**config.mk**
```make
export PLATFORM = sky130hd
export DESIGN_NAME = load_store_unit
export DESIGN_NICKNAME = d
export VERILOG_FILES = /design/src/rtl/load_store_unit.sv
export SDC_FILE = /design/constraint.sdc
export NUM_CORES = 1
export LEC_CHECK = 0
export CELL_PAD_IN_SITES_DETAIL_PLACEMENT = 0
export CELL_PAD_IN_SITES_GLOBAL_PLACEMENT = 1
export CORE_ASPECT_RATIO = 1.25
export CORE_MARGIN = 1
export CORE_UTILIZATION = 24
export CTS_CLUSTER_DIAMETER = 100
export DETAILED_ROUTE_END_ITERATION = 10
export PLACE_DENSITY_LB_ADDON = 0.1
export SKIP_LAST_GASP = 1
export SYNTH_ARGS = -nofsm -noshare
export SYNTH_HDL_FRONTEND = slang
export SYNTH_SLANG_ARGS = --single-unit
```
**constraint.sdc**
```tcl
create_clock -name clock -period 3.5 [get_ports clock]
set_input_delay 0.7 -clock clock [delete_from_list [all_inputs] [get_ports clock]]
set_output_delay 0.7 -clock clock [all_outputs]
set_load 0.005 [all_outputs]
```
**src/rtl/load_store_unit.sv**
```systemverilog
// ---------------------------------------------------------------------------
// load_store_unit
//
// Bridges a core-side load/store request port to a simple data-memory bus.
// Requests are issued to the bus combinationally in the same cycle they are
// presented. Loads carry a small tag (funct3 + byte offset) through an
// in-order FIFO so that the returning bus word can be lane-selected and
// sign/zero-extended when it comes back. Stores are fire-and-forget.
//
// Parameters
//   MAX_OUTSTANDING  loads issued to the bus and not yet answered (1..8)
//
// Ports
//   clock, reset          single clock, synchronous active-high reset
//   req_valid/req_ready   request handshake (consumed when both high)
//   req_store             1 = store, 0 = load
//   req_funct3            RV32I width/sign code (B, H, W, BU, HU)
//   req_address           byte address
//   req_write_data        store data, right-justified
//   resp_valid/resp_data  registered load result, one-cycle pulse
//   access_error          registered pulse for a consumed illegal request
//   protocol_error        sticky: bus_valid arrived with nothing outstanding
//   bus_address           word-aligned request address
//   bus_write_data        store data replicated onto every lane
//   bus_byte_enable       active lanes, zero when the bus is idle
//   bus_read_enable       load issued to the bus
//   bus_write_enable      store issued to the bus
//   bus_wait_req          bus back-pressure
//   bus_valid             load data valid (in issue order)
//   bus_read_data         load data word
// ---------------------------------------------------------------------------
module load_store_unit #(
    parameter int MAX_OUTSTANDING = 2
) (
    input  logic        clock,
    input  logic        reset,

    input  logic        req_valid,
    output logic        req_ready,
    input  logic        req_store,
    input  logic [2:0]  req_funct3,
    input  logic [31:0] req_address,
    input  logic [31:0] req_write_data,

    output logic        resp_valid,
    output logic [31:0] resp_data,
    output logic        access_error,
    output logic        protocol_error,

    output logic [31:0] bus_address,
    output logic [31:0] bus_write_data,
    output logic [3:0]  bus_byte_enable,
    output logic        bus_read_enable,
    output logic        bus_write_enable,
    input  logic        bus_wait_req,
    input  logic        bus_valid,
    input  logic [31:0] bus_read_data
);

    // Pointer width is kept at least one bit so a depth-1 FIFO still has a
    // legal (constant zero) pointer.
    localparam int PTR_W = (MAX_OUTSTANDING > 1) ? $clog2(MAX_OUTSTANDING) : 1;
    localparam int CNT_W = $clog2(MAX_OUTSTANDING + 1);

    localparam logic [CNT_W-1:0] DEPTH    = CNT_W'(MAX_OUTSTANDING);
    localparam logic [PTR_W-1:0] LAST_PTR = PTR_W'(MAX_OUTSTANDING - 1);

    // RV32I load/store width codes.
    localparam logic [2:0] F3_B  = 3'd0;
    localparam logic [2:0] F3_H  = 3'd1;
    localparam logic [2:0] F3_W  = 3'd2;
    localparam logic [2:0] F3_BU = 3'd4;
    localparam logic [2:0] F3_HU = 3'd5;

    // Everything needed to format a load once its data returns.
    typedef struct packed {
        logic [2:0] funct3;
        logic [1:0] offset;
    } tag_t;

    // -----------------------------------------------------------------------
    // State
    // -----------------------------------------------------------------------
    tag_t             tag_mem_q [MAX_OUTSTANDING];
    tag_t             tag_mem_d [MAX_OUTSTANDING];
    logic [PTR_W-1:0] wr_ptr_q, wr_ptr_d;
    logic [PTR_W-1:0] rd_ptr_q, rd_ptr_d;
    logic [CNT_W-1:0] count_q, count_d;
    logic             resp_valid_q, resp_valid_d;
    logic [31:0]      resp_data_q, resp_data_d;
    logic             access_error_q, access_error_d;
    logic             protocol_error_q, protocol_error_d;

    // -----------------------------------------------------------------------
    // Request decode
    // -----------------------------------------------------------------------
    logic        funct3_ok;
    logic        aligned;
    logic        legal;
    logic        has_room;
    logic [3:0]  lane_mask;
    logic [31:0] lane_data;
    logic        consume;
    logic        push;
    logic        pop;

    // NOTE: every signal written in an always_comb gets a default first, so
    // no path through the case statements leaves it unassigned (no latch).
    always_comb begin
        funct3_ok = 1'b0;
        case (req_funct3)
            F3_B, F3_H, F3_W: funct3_ok = 1'b1;
            F3_BU, F3_HU:     funct3_ok = !req_store;  // unsigned forms are load-only
            default:          funct3_ok = 1'b0;
        endcase

        // funct3[1:0] encodes the access size independent of signedness.
        aligned = 1'b0;
        case (req_funct3[1:0])
            2'b00:   aligned = 1'b1;
            2'b01:   aligned = !req_address[0];
            2'b10:   aligned = (req_address[1:0] == 2'b00);
            default: aligned = 1'b0;
        endcase

        lane_mask = 4'b1111;
        lane_data = req_write_data;
        case (req_funct3[1:0])
            2'b00: begin
                lane_mask = 4'b0001 << req_address[1:0];
                lane_data = {4{req_write_data[7:0]}};
            end
            2'b01: begin
                lane_mask = 4'b0011 << req_address[1:0];
                lane_data = {2{req_write_data[15:0]}};
            end
            default: begin
                lane_mask = 4'b1111;
                lane_data = req_write_data;
            end
        endcase
    end

    assign legal    = funct3_ok && aligned;
    // The stall decision uses the registered count only: a pop landing in
    // the same cycle as a full-FIFO load does not let that load through.
    assign has_room = (count_q < DEPTH);

    // -----------------------------------------------------------------------
    // Combinational issue path
    // -----------------------------------------------------------------------
    always_comb begin
        bus_address      = {req_address[31:2], 2'b00};
        bus_write_data   = lane_data;
        bus_read_enable  = req_valid && !req_store && legal && has_room;
        bus_write_enable = req_valid &&  req_store && legal;
        bus_byte_enable  = (bus_read_enable || bus_write_enable) ? lane_mask : 4'b0000;

        // Illegal requests are swallowed immediately and only flagged via
        // access_error; they never wait on the bus.
        if (!legal) begin
            req_ready = 1'b1;
        end else begin
            req_ready = !bus_wait_req && (req_store || has_room);
        end
    end

    assign consume = req_valid && req_ready;
    assign push    = consume && !req_store && legal;
    assign pop     = bus_valid && (count_q != '0);

    // -----------------------------------------------------------------------
    // Load data formatting for the FIFO head
    // -----------------------------------------------------------------------
    tag_t        head;
    logic [31:0] shifted;
    logic [31:0] load_result;

    always_comb begin
        head    = tag_mem_q[rd_ptr_q];
        // Bring the addressed byte/halfword down to bit 0.
        shifted = bus_read_data >> {head.offset, 3'b000};
        case (head.funct3)
            F3_B:    load_result = {{24{shifted[7]}},  shifted[7:0]};
            F3_H:    load_result = {{16{shifted[15]}}, shifted[15:0]};
            F3_BU:   load_result = {24'd0, shifted[7:0]};
            F3_HU:   load_result = {16'd0, shifted[15:0]};
            default: load_result = shifted;  // word: offset is always zero
        endcase
    end

    // -----------------------------------------------------------------------
    // Next-state logic
    // -----------------------------------------------------------------------
    function automatic logic [PTR_W-1:0] next_ptr(input logic [PTR_W-1:0] ptr);
        return (ptr == LAST_PTR) ? '0 : ptr + 1'b1;
    endfunction

    always_comb begin
        tag_mem_d        = tag_mem_q;
        wr_ptr_d         = wr_ptr_q;
        rd_ptr_d         = rd_ptr_q;
        count_d          = count_q;
        resp_valid_d     = pop;
        resp_data_d      = pop ? load_result : resp_data_q;
        access_error_d   = consume && !legal;
        protocol_error_d = protocol_error_q || (bus_valid && (count_q == '0));

        if (push) begin
            tag_mem_d[wr_ptr_q] = '{funct3: req_funct3, offset: req_address[1:0]};
            wr_ptr_d            = next_ptr(wr_ptr_q);
        end

        if (pop) begin
            rd_ptr_d = next_ptr(rd_ptr_q);
        end

        case ({push, pop})
            2'b10:   count_d = count_q + 1'b1;
            2'b01:   count_d = count_q - 1'b1;
            default: count_d = count_q;
        endcase
    end

    // -----------------------------------------------------------------------
    // Registers
    // -----------------------------------------------------------------------
    // NOTE: sequential state uses non-blocking assignments so every flop
    // samples the values from before the edge, regardless of statement order.
    always_ff @(posedge clock) begin
        if (reset) begin
            wr_ptr_q         <= '0;
            rd_ptr_q         <= '0;
            count_q          <= '0;
            resp_valid_q     <= 1'b0;
            resp_data_q      <= '0;
            access_error_q   <= 1'b0;
            protocol_error_q <= 1'b0;
        end else begin
            wr_ptr_q         <= wr_ptr_d;
            rd_ptr_q         <= rd_ptr_d;
            count_q          <= count_d;
            resp_valid_q     <= resp_valid_d;
            resp_data_q      <= resp_data_d;
            access_error_q   <= access_error_d;
            protocol_error_q <= protocol_error_d;
        end
    end

    // NOTE: tag storage is deliberately left out of reset; an entry is only
    // read after it has been written, because count gates every pop.
    always_ff @(posedge clock) begin
        tag_mem_q <= tag_mem_d;
    end

    assign resp_valid     = resp_valid_q;
    assign resp_data      = resp_data_q;
    assign access_error   = access_error_q;
    assign protocol_error = protocol_error_q;

endmodule

```
=== Word level (Yosys, flattened, before mapping) ===
Index checks and enable logic that the tools add are counted.
W data, S select, Z words.

* Bits of input ports: 105
* Word-level logic and storage cells: 81
* Register bits after elaboration: 49

* Add/sub/neg operators: 4
* $lt $le $gt $ge: 4
* Bitwise logic cells: 2
* Equal/unequal tests: 11
* Muxes and demuxes: 16
* Reductions and logical operators: 30
* Shift operators: 3

{| class="wikitable"
|+ Operator list
! operator !! number
|-
| $pmux W32 S4 || 1
|-
| $pmux W32 S2 || 1
|-
| $shr A32 B5 Y32 || 1
|-
| $mux W5 || 4
|-
| $logic_and A1 B1 Y1 || 14
|-
| $eq A3 B3 Y1 const B || 4
|-
| $bwmux W10 || 1
|-
| $pmux W4 S2 || 1
|-
| $eq A3 B1 Y1 const B || 2
|-
| $logic_not A2 Y1 || 3
|-
| $logic_not A3 Y1 || 2
|-
| $demux W5 S1 || 1
|-
| $eq A2 B1 Y1 const B || 2
|-
| $eq A2 B2 Y1 const B || 2
|-
| $ge A2 B2 Y1 const B || 2
|-
| $logic_not A1 Y1 || 4
|-
| $mux W4 || 1
|-
| $not A1 Y2 || 2
|-
| $pmux W2 S2 || 1
|-
| $reduce_bool A2 Y1 || 2
|-
| $shl A1 B2 Y4 const A || 1
|-
| $shl A2 B2 Y4 const A || 1
|-
| $eq A3 B2 Y1 const B || 1
|-
| $logic_or A1 B1 Y1 || 3
|-
| 10 further kinds || 13
|}

=== Depth between registers and ports, before layout ===
Gate-level depths: netlist of the first run.

* Word-level depth: 10
* Mapped depth: 8
* Depth with buffers taken out: 7

=== Worst setup path after synthesis of the first run ===
Ideal clock, no wire load.

* Path type: input port to flip-flop
* From: input port req_funct3[0]
* To: register count_q[1]
* Arrival time: 2.775 ns
* Library setup time: 0.071 ns
* Required time: 3.429 ns
* Stages: 7
* Setup slack: 0.655 ns
* Cells stage by stage: or4_1 > a21bo_1 > or4_1 > buf_2 > ha_1 > or3_1 > a21oi_1

* Cells in the longest elaborated chain, start to end: 10
* Elaborated cells between the ends (all ways): 21

{| class="wikitable"
|+ Ends and longest elaborated chain
! item !! line !! source
|-
| start, declared || 41 || <nowiki>input logic [2:0] req_funct3,</nowiki>
|-
| $eq A3 B1 Y1 (tied with other cells) || 111 || <nowiki>case (req_funct3)</nowiki>
|-
| $reduce_or A3 Y1 or $reduce_or A2 Y1 (tied branches) || 111 ||
|-
| $pmux W1 S2 || 111 ||
|-
| $logic_and A1 B1 Y1 (*) || 144 || <nowiki>assign legal = funct3_ok && aligned;</nowiki>
|-
| $mux W1 || 161 || <nowiki>if (!legal) begin</nowiki>
|-
| $logic_and A1 B1 Y1 || 168 || <nowiki>assign consume = req_valid && req_ready;</nowiki>
|-
| $logic_and A1 B1 Y1 || 169 || <nowiki>assign push = consume && !req_store && legal;</nowiki>
|-
| $logic_and A1 B1 Y1 (*) || 169 ||
|-
| $eq A2 B1 Y1 or $eq A2 B2 Y1 (tied branches) || 218 || <nowiki>case ({push, pop})</nowiki>
|-
| $pmux W2 S2 or $reduce_bool A2 Y1 (tied branches) || n/a ||
|-
| end signal, assigned || 242 || <nowiki>count_q <= count_d;</nowiki>
|-
| end, declared || 88 || <nowiki>logic [CNT_W-1:0] count_q, count_d;</nowiki>
|}

Every way passes the cells marked *; elsewhere a longest branch is shown, timed or not.
A chain may end at the register's enable or synchronous reset.

=== Worst setup path in the final report of the first run ===
* From: input port req_funct3[0]
* To: output port bus_read_enable

* Cells in the longest elaborated chain, start to end: 6
* Elaborated cells between the ends (all ways): 15

{| class="wikitable"
|+ Ends and longest elaborated chain
! item !! line !! source
|-
| $eq A3 B1 Y1 (tied with other cells) || 111 ||
|-
| $reduce_or A3 Y1 or $reduce_or A2 Y1 (tied branches) || 111 ||
|-
| $pmux W1 S2 || 111 ||
|-
| $logic_and A1 B1 Y1 (*) || 144 ||
|-
| $logic_and A1 B1 Y1 (*) (2 in a row) || 155 || <nowiki>bus_read_enable = req_valid && !req_store && legal && has_room;</nowiki>
|-
| end, declared || 53 || <nowiki>output logic bus_read_enable,</nowiki>
|}

Marks and branches as above.

==> results.yml, run 1 <==
run_status:
  outcome: "finished clean"
setup_path:
  worst_endpoint_data_arrival_time_ps: 2730
  rrSetupSlack_ps: 950
  worstSetupStartpointType: "input port"
  critPathMostFrequentCell: "sky130_fd_sc_hd__clkdlybuf4s50_1"
  crit_path_max_incr_delay_ps: 560
  timing.critical_path.required_ps: 2800
  crit_fanout: 2
  critPathKind: "input port to output port"
  crit_end_element: "output port"
  path_depth: 6
  r2r.worst_path.cells: 5
  cp_cell_sequence: "clkdlybuf4s50_1 > or4_1 > a21bo_1 > buf_4 > nor3_1 > clkdlybuf4s50_1"
  cp.buffers_inverters: 3
  critPathLaunch: "req_funct3[0]"
  worst_path_cell_with_the_longest_stage_delay: "sky130_fd_sc_hd__or4_1"
  reg2reg_from: "rd_ptr_q"
  reg2reg_to: "resp_data[12]"
  cp_endpoint: "bus_read_enable"
  path_delay_family: "buffers and inverters"
floorplan:
  std_cell_rows: 46
  core_mm2: 0.0126
  initial_core_util: 0.245
  fp.dieArea_mm2: 0.0133
  boundaryPins: 211
  floorplan.die.height_um: 129
  fp.dieW_um: 104
drt:
  drt_first_pass_iters: 7
  via_per_inst: 4.67
  total_via_count_after_detailed_routing: 3093
  remaining_design_rule_violation_count: 0
  total_routed_wirelength_mm: 10.3
  drt_iter0_markers: 92
  detail-route-antenna-nets: 0
  route.detailed.wl_per_inst_um: 15.5
finish:
  layout.nets: 600
  postLayoutCoreUtil: 0.374
  n_antenna_cell: 0
  area_growth_pct: 52.4
  fraction_of_final_layout_cells_with_drive_strength_greater_than_1: 0.0990
  design_area_mm2: 0.00471
pwr:
  power_density_mw_per_mm2: 340
  design_power_total_mw: 1.60
  worst_case_vdd_ir_drop_uv: 199
  leakage_nw: 1.73
clock_network:
  clock_tree_from_tritoncts: "yes"
  cts_htree_levels: 2
  path_clk_slew_ps: 70
  cts.sinks: 49
  cts_root_buffer: "sky130_fd_sc_hd__clkbuf_16"
  cts_buffers: 5
  clockBufferDepth: 2
  clk_latency_ps: 290
logic_synthesis:
  post_synth_and_or_nand_nor_area_fraction: 0.183
  area_share_of_fa_ha_maj_cells_after_synthesis: 0.00405
  dominantRegCellSynth: "sky130_fd_sc_hd__dfxtp_1"
  post_synthesis_share_of_cell_area_spent_on_xor_and_xnor_gates: 0.0113
  synth_top_cells_by_count: "sky130_fd_sc_hd__nand2_1 (58), sky130_fd_sc_hd__nor2_1 (51), sky130_fd_sc_hd__buf_4 (42)"
  netlist_area_mm2: 0.00309
  synthMostInstantiatedCell: "sky130_fd_sc_hd__nand2_1"
  synth_enable_flop_cells: 10
  average_size_of_a_mapped_cell_um2: 8.05
  synthesis.instances: 384
  synth-seq-cells: 49
  multiplexer_share_of_the_synthesized_area: 0.126
  synth_top_cell_area_share: 0.253
  synth_largest_area_cell: "sky130_fd_sc_hd__dfxtp_1"
  synth_top_family_by_area: "compound AO/OA/AOI/OAI gates"
  synth.area.top_cells: "sky130_fd_sc_hd__dfxtp_1 (25%), sky130_fd_sc_hd__buf_4 (10%), sky130_fd_sc_hd__edfxtp_1 (9.7%)"
  synth_cell_types: 39
  compound_gate_portion_of_the_synthesized_area: 0.191
  yosysWarnings: 0
  seq_area_frac_synth: 0.350
  postSynth.asyncResetShare: 0
sta:
  worst_slew_pin_slew_ps: 747
  number_of_hold_violations_in_the_final_report: 0
  relSlewSlack: 0.502
  period_needed_ps: 3430
  report.final.setup_viol: 0
  max_freq_mhz: 291
  timing.final.max_slew_violations: 0
  finalCritPeriodShare: 0.980
  skew_ps: 7.80
global_route:
  first_global_vias: 3094
  grt_start_max_net_pins: 40
  globalRoute.totalOverflow: 0
  first_pass_grt_wire_length_mm: 16.2
  antenna_violations_before_repair: 0
  gr-usage-all-layers: 0.153
placement:
  place.gp.congestion: 0.735
  hpwl_mm: 7.94
  placedInstanceArea_mm2: 0.00453
  port_buffers: 148
flow_run:
  cap_viol_max_count: 0
worst_hold_path:
  worst_hold_path_type: "flop to flop"
[registers in the layout, indices dropped and copies added, names as in the netlist]
signal          cells
wr_ptr_q            1
rd_ptr_q            1
resp_valid          1
count_q             2
tag_mem_q          10
access_error        1
protocol_error      1
resp_data          32
[routing by layer]
layer  vias up  share of wire  global-route usage  routed length, um
met3        14          0.084              0.0512                860
met1      1429           0.42               0.176               4300
li1       1519              -                   -                  -
met4         0         0.0087              0.0443                 90
met2       131           0.49               0.270               5040
met5         -              0                   0                  0
[cell usage in the layout, fill, tap and decap left out, types with 2 or more instances in the layout]
master                            Yosys  routed
sky130_fd_sc_hd__and3_1               2       2
sky130_fd_sc_hd__mux2i_1             17      17
sky130_fd_sc_hd__buf_4               42      16
sky130_fd_sc_hd__conb_1               1       2
sky130_fd_sc_hd__a211oi_1            24      24
sky130_fd_sc_hd__dfxtp_1             39      39
sky130_fd_sc_hd__mux2_2              17      17
sky130_fd_sc_hd__or4_1                2       2
sky130_fd_sc_hd__inv_1                4       4
sky130_fd_sc_hd__nand2_1             58      58
sky130_fd_sc_hd__a21oi_1             31      31
sky130_fd_sc_hd__o21ai_0             13      12
sky130_fd_sc_hd__nand3_1             15      15
sky130_fd_sc_hd__clkbuf_16            0       5
sky130_fd_sc_hd__edfxtp_1            10      10
sky130_fd_sc_hd__xor2_1               2       2
sky130_fd_sc_hd__a22oi_2              2       2
sky130_fd_sc_hd__xnor2_1              2       2
sky130_fd_sc_hd__inv_6                0       2
sky130_fd_sc_hd__nor2_1              51      50
sky130_fd_sc_hd__clkdlybuf4s50_1      0     148
sky130_fd_sc_hd__a2bb2oi_1            7       7
sky130_fd_sc_hd__nor3_1               3       3
sky130_fd_sc_hd__o21a_1               4       4
sky130_fd_sc_hd__nor2b_1              3       3
[layout make-up]
cell class                      instances  area [um2]
Multi-Input combinational cell        269        1610
Sequential cell                        49        1080
Timing Repair Buffer                  165        1620
Inverter                                4        15.0
Tap cell                              168         210
Fill cell                            1296        7890
Clock inverter                          3        47.5
Clock buffer                            5         125
[worst min-delay path: cells and delay by family, from the launching register on]
family	cells	cell delay, ps
flip-flops	1	310
AO/OA/AOI/OAI	1	50
AND/OR/NAND/NOR	1	50
[worst min path at each step]
stage / from / to / slack [ps] / depth (start not counted)
after floorplan: resp_data[0] / resp_data[0] / 450 / 2
after global placement: resp_data[7] / resp_data[7] / 450 / 2
after detailed placement: resp_data[5] / resp_data[5] / 450 / 2
after CTS: resp_data[6] / resp_data[6] / 460 / 2
after global routing: resp_data[2] / resp_data[2] / 480 / 2
final: resp_data[6] / resp_data[6] / 460 / 2
[logic make-up after synthesis]
kind of cell,after synthesis
flops,49
mux,36
xor+xnor,4
simple gates,137
compound gates,89
buf+inv,67
other cells,1
fa+ha+maj,1
[stage by stage]
step	hold slack, ps	instances	TNS (ps)	setup WS, ps
finish	458	663	0	68.7
CTS	461	663	0	9.44
floorplan	453	385	0	655
global placement	447	655	0	53.0
global route	477	663	-5.60	-5.60
detailed placement	451	655	0	25.1
[where the power goes]
part / leakage [nW] / internal, mW / total, mW / switching, mW
Clock: 0.0848 / 0.343 / 0.567 / 0.225
Combinational: 1.24 / 0.245 / 0.413 / 0.168
Sequential: 0.406 / 0.602 / 0.620 / 0.0182
[what timing repair did]
item	in CTS	in global routing
endpoints found under the setup margin	0	4
setup buffers	0	0
hold endpoints to repair	0	0
hold buffers	0	0
resized for setup	0	2
Note: power is estimated with default switching activity, not from simulation.
==> inputs of run 2 (changes only) <==
Settings changed: CORE_ASPECT_RATIO 1.25 to 1.4.
==> results.yml, run 2 (same netlist as run 1, synthesis figures left out) <==
sta:
  max_freq_mhz: 291
  worst_slew_pin_slew_ps: 683
  finalCritPeriodShare: 0.984
  grt_setup_unrepaired: "no"
  skew_ps: 7.47
  relSlewSlack: 0.543
  report.final.setup_viol: 0
  timing.final.max_slew_violations: 0
  number_of_hold_violations_in_the_final_report: 0
  timing.hold.ws_ps: 462
  period_needed_ps: 3440
pwr:
  worst_case_vdd_ir_drop_uv: 197
  leakage_nw: 1.72
  power_density_mw_per_mm2: 328
drt:
  remaining_design_rule_violation_count: 15
  drt_first_pass_iters: 8
  total_via_count_after_detailed_routing: 3093
  drt_iter0_markers: 96
  via_per_inst: 4.79
  detail-route-antenna-nets: 0
  total_routed_wirelength_mm: 10.6
  route.detailed.wl_per_inst_um: 16.5
clock_network:
  path_clk_slew_ps: 70
  clk_latency_ps: 290
  cts_buffers: 5
  cts.sinks: 49
  cts_root_buffer: "sky130_fd_sc_hd__clkbuf_16"
  cts_htree_levels: 2
  clockBufferDepth: 2
  clock_tree_from_tritoncts: "yes"
worst_hold_path:
  worst_hold_path_type: "flop to flop"
  hold_path_sink: "resp_data[0]"
  hold_path_startpoint: "resp_data[0]"
  holdPathStages: 2
placement:
  placed_cells: 638
  hpwl_mm: 8.02
  place.gp.congestion: 0.731
  port_buffers: 148
setup_path:
  critPathKind: "input port to output port"
  crit_end_element: "output port"
  r2r.worst_path.cells: 5
  worst_path_cell_with_the_longest_stage_delay: "sky130_fd_sc_hd__or4_4"
  reg2reg_to: "resp_data[8]"
  crit_fanout: 2
  worst_endpoint_data_arrival_time_ps: 2740
  timing.critical_path.required_ps: 2800
  critPathMostFrequentCell: "sky130_fd_sc_hd__clkdlybuf4s50_1"
  worstSetupStartpointType: "input port"
  crit_path_max_incr_delay_ps: 560
  rrSetupSlack_ps: 980
  critPathLaunch: "req_funct3[0]"
  reg2reg_from: "rd_ptr_q"
  cp_cell_sequence: "clkdlybuf4s50_1 > or4_4 > a21bo_1 > buf_4 > nor3_1 > clkdlybuf4s50_1"
global_route:
  first_pass_grt_wire_length_mm: 16.6
  globalRoute.totalOverflow: 0
  gr-usage-all-layers: 0.159
  antenna_violations_before_repair: 0
  grt_start_max_net_pins: 40
  first_global_vias: 3190
floorplan:
  floorplan.die.height_um: 136
  fp.dieW_um: 97.9
  fp.dieArea_mm2: 0.0133
  core_mm2: 0.0124
  std_cell_rows: 48
  boundaryPins: 211
  initial_core_util: 0.249
run_status:
  outcome: "finished, violations left"
  violations: "DRC"
flow_run:
  cap_viol_max_count: 0
finish:
  post_layout_nonfiller_instances: 646
  layout.nets: 601
  fraction_of_final_layout_cells_with_drive_strength_greater_than_1: 0.103
  area_growth_pct: 51.6
  flip_flop_count_of_the_largest_register_all_copies_and_words_added: 32
  nFillCells: 1287
  mostFrequentLayoutCells: "sky130_fd_sc_hd__clkdlybuf4s50_1 (148), sky130_fd_sc_hd__nand2_1 (58), sky130_fd_sc_hd__nor2_1 (50), sky130_fd_sc_hd__dfxtp_1 (39), sky130_fd_sc_hd__a21oi_1 (31)"
  n_antenna_cell: 0
  most_common_cell_after_layout_fill_and_taps_aside: "sky130_fd_sc_hd__clkdlybuf4s50_1"
run 2: how the worst max path moves through the flow:
stage	to	slack (ps)	cells past startpoint
floorplan	count_q[1]	650	7
global placement	bus_byte_enable[2]	50	6
detailed placement	bus_byte_enable[0]	-0.8	6
CTS	bus_byte_enable[1]	50	6
global route	bus_byte_enable[1]	0.02	7
finish	bus_read_enable	60	6
run 2: power by group:
group | internal (mW) | switching, mW
clock network | 0.270 | 0.230
logic | 0.247 | 0.172
registers | 0.602 | 0.0181
run 2: per-stage QoR:
| stage | power, mW | TNS [ps] | worst slack, ps | util | cell area, um2 |
|---|---|---|---|---|---|
| after floorplan | 0.828 | 0 | 655 | - | 3100 |
| after global placement | 1.05 | 0 | 48.2 | 0.363 | 4520 |
| after detailed placement | 1.05 | -0.772 | -0.772 | 0.363 | 4520 |
| after CTS | 1.56 | 0 | 53.7 | 0.376 | 4670 |
| after global routing | 1.62 | 0 | 0.0195 | 0.377 | 4690 |
| final | 1.54 | 0 | 57.7 | 0.377 | 4690 |
run 2: critical path: cells and delay by family:
kind / cells / cell delay (ps)
and+or+nand+nor: 2 / 680
AOI/OAI and AO/OA: 1 / 220
buffers and inverters: 3 / 1130
run 2: per-layer routing:
layer / global-route usage / wire length, um / share of wire / vias to the layer above
met5: 0 / 0 / 0 / -
met4: 0.0581 / 243 / 0.023 / 0
met3: 0.0458 / 871 / 0.082 / 20
met2: 0.293 / 5350 / 0.50 / 136
met1: 0.170 / 4180 / 0.39 / 1419
li1: - / - / - / 1518
run 2: final cells by class:
type	instances	area, um2	share of cell area
inverters	4	15.0	0.00320
multi-input cells	269	1620	0.345
clock inverters	3	26.3	0.00561
well taps	150	188	0.0400
clock buffers	5	125	0.0267
repair buffers	166	1640	0.349
flip-flops and latches	49	1080	0.231
run 2: repair_timing:
| action | in CTS | in global routing |
|---|---|---|
| setup buffers | 0 | 0 |
| endpoints found under the setup margin | 3 | 4 |
| hold buffers | 0 | 0 |
| resized for setup | 1 | 4 |
| hold endpoints to repair | 0 | 0 |
| pin swaps | 0 | 2 |
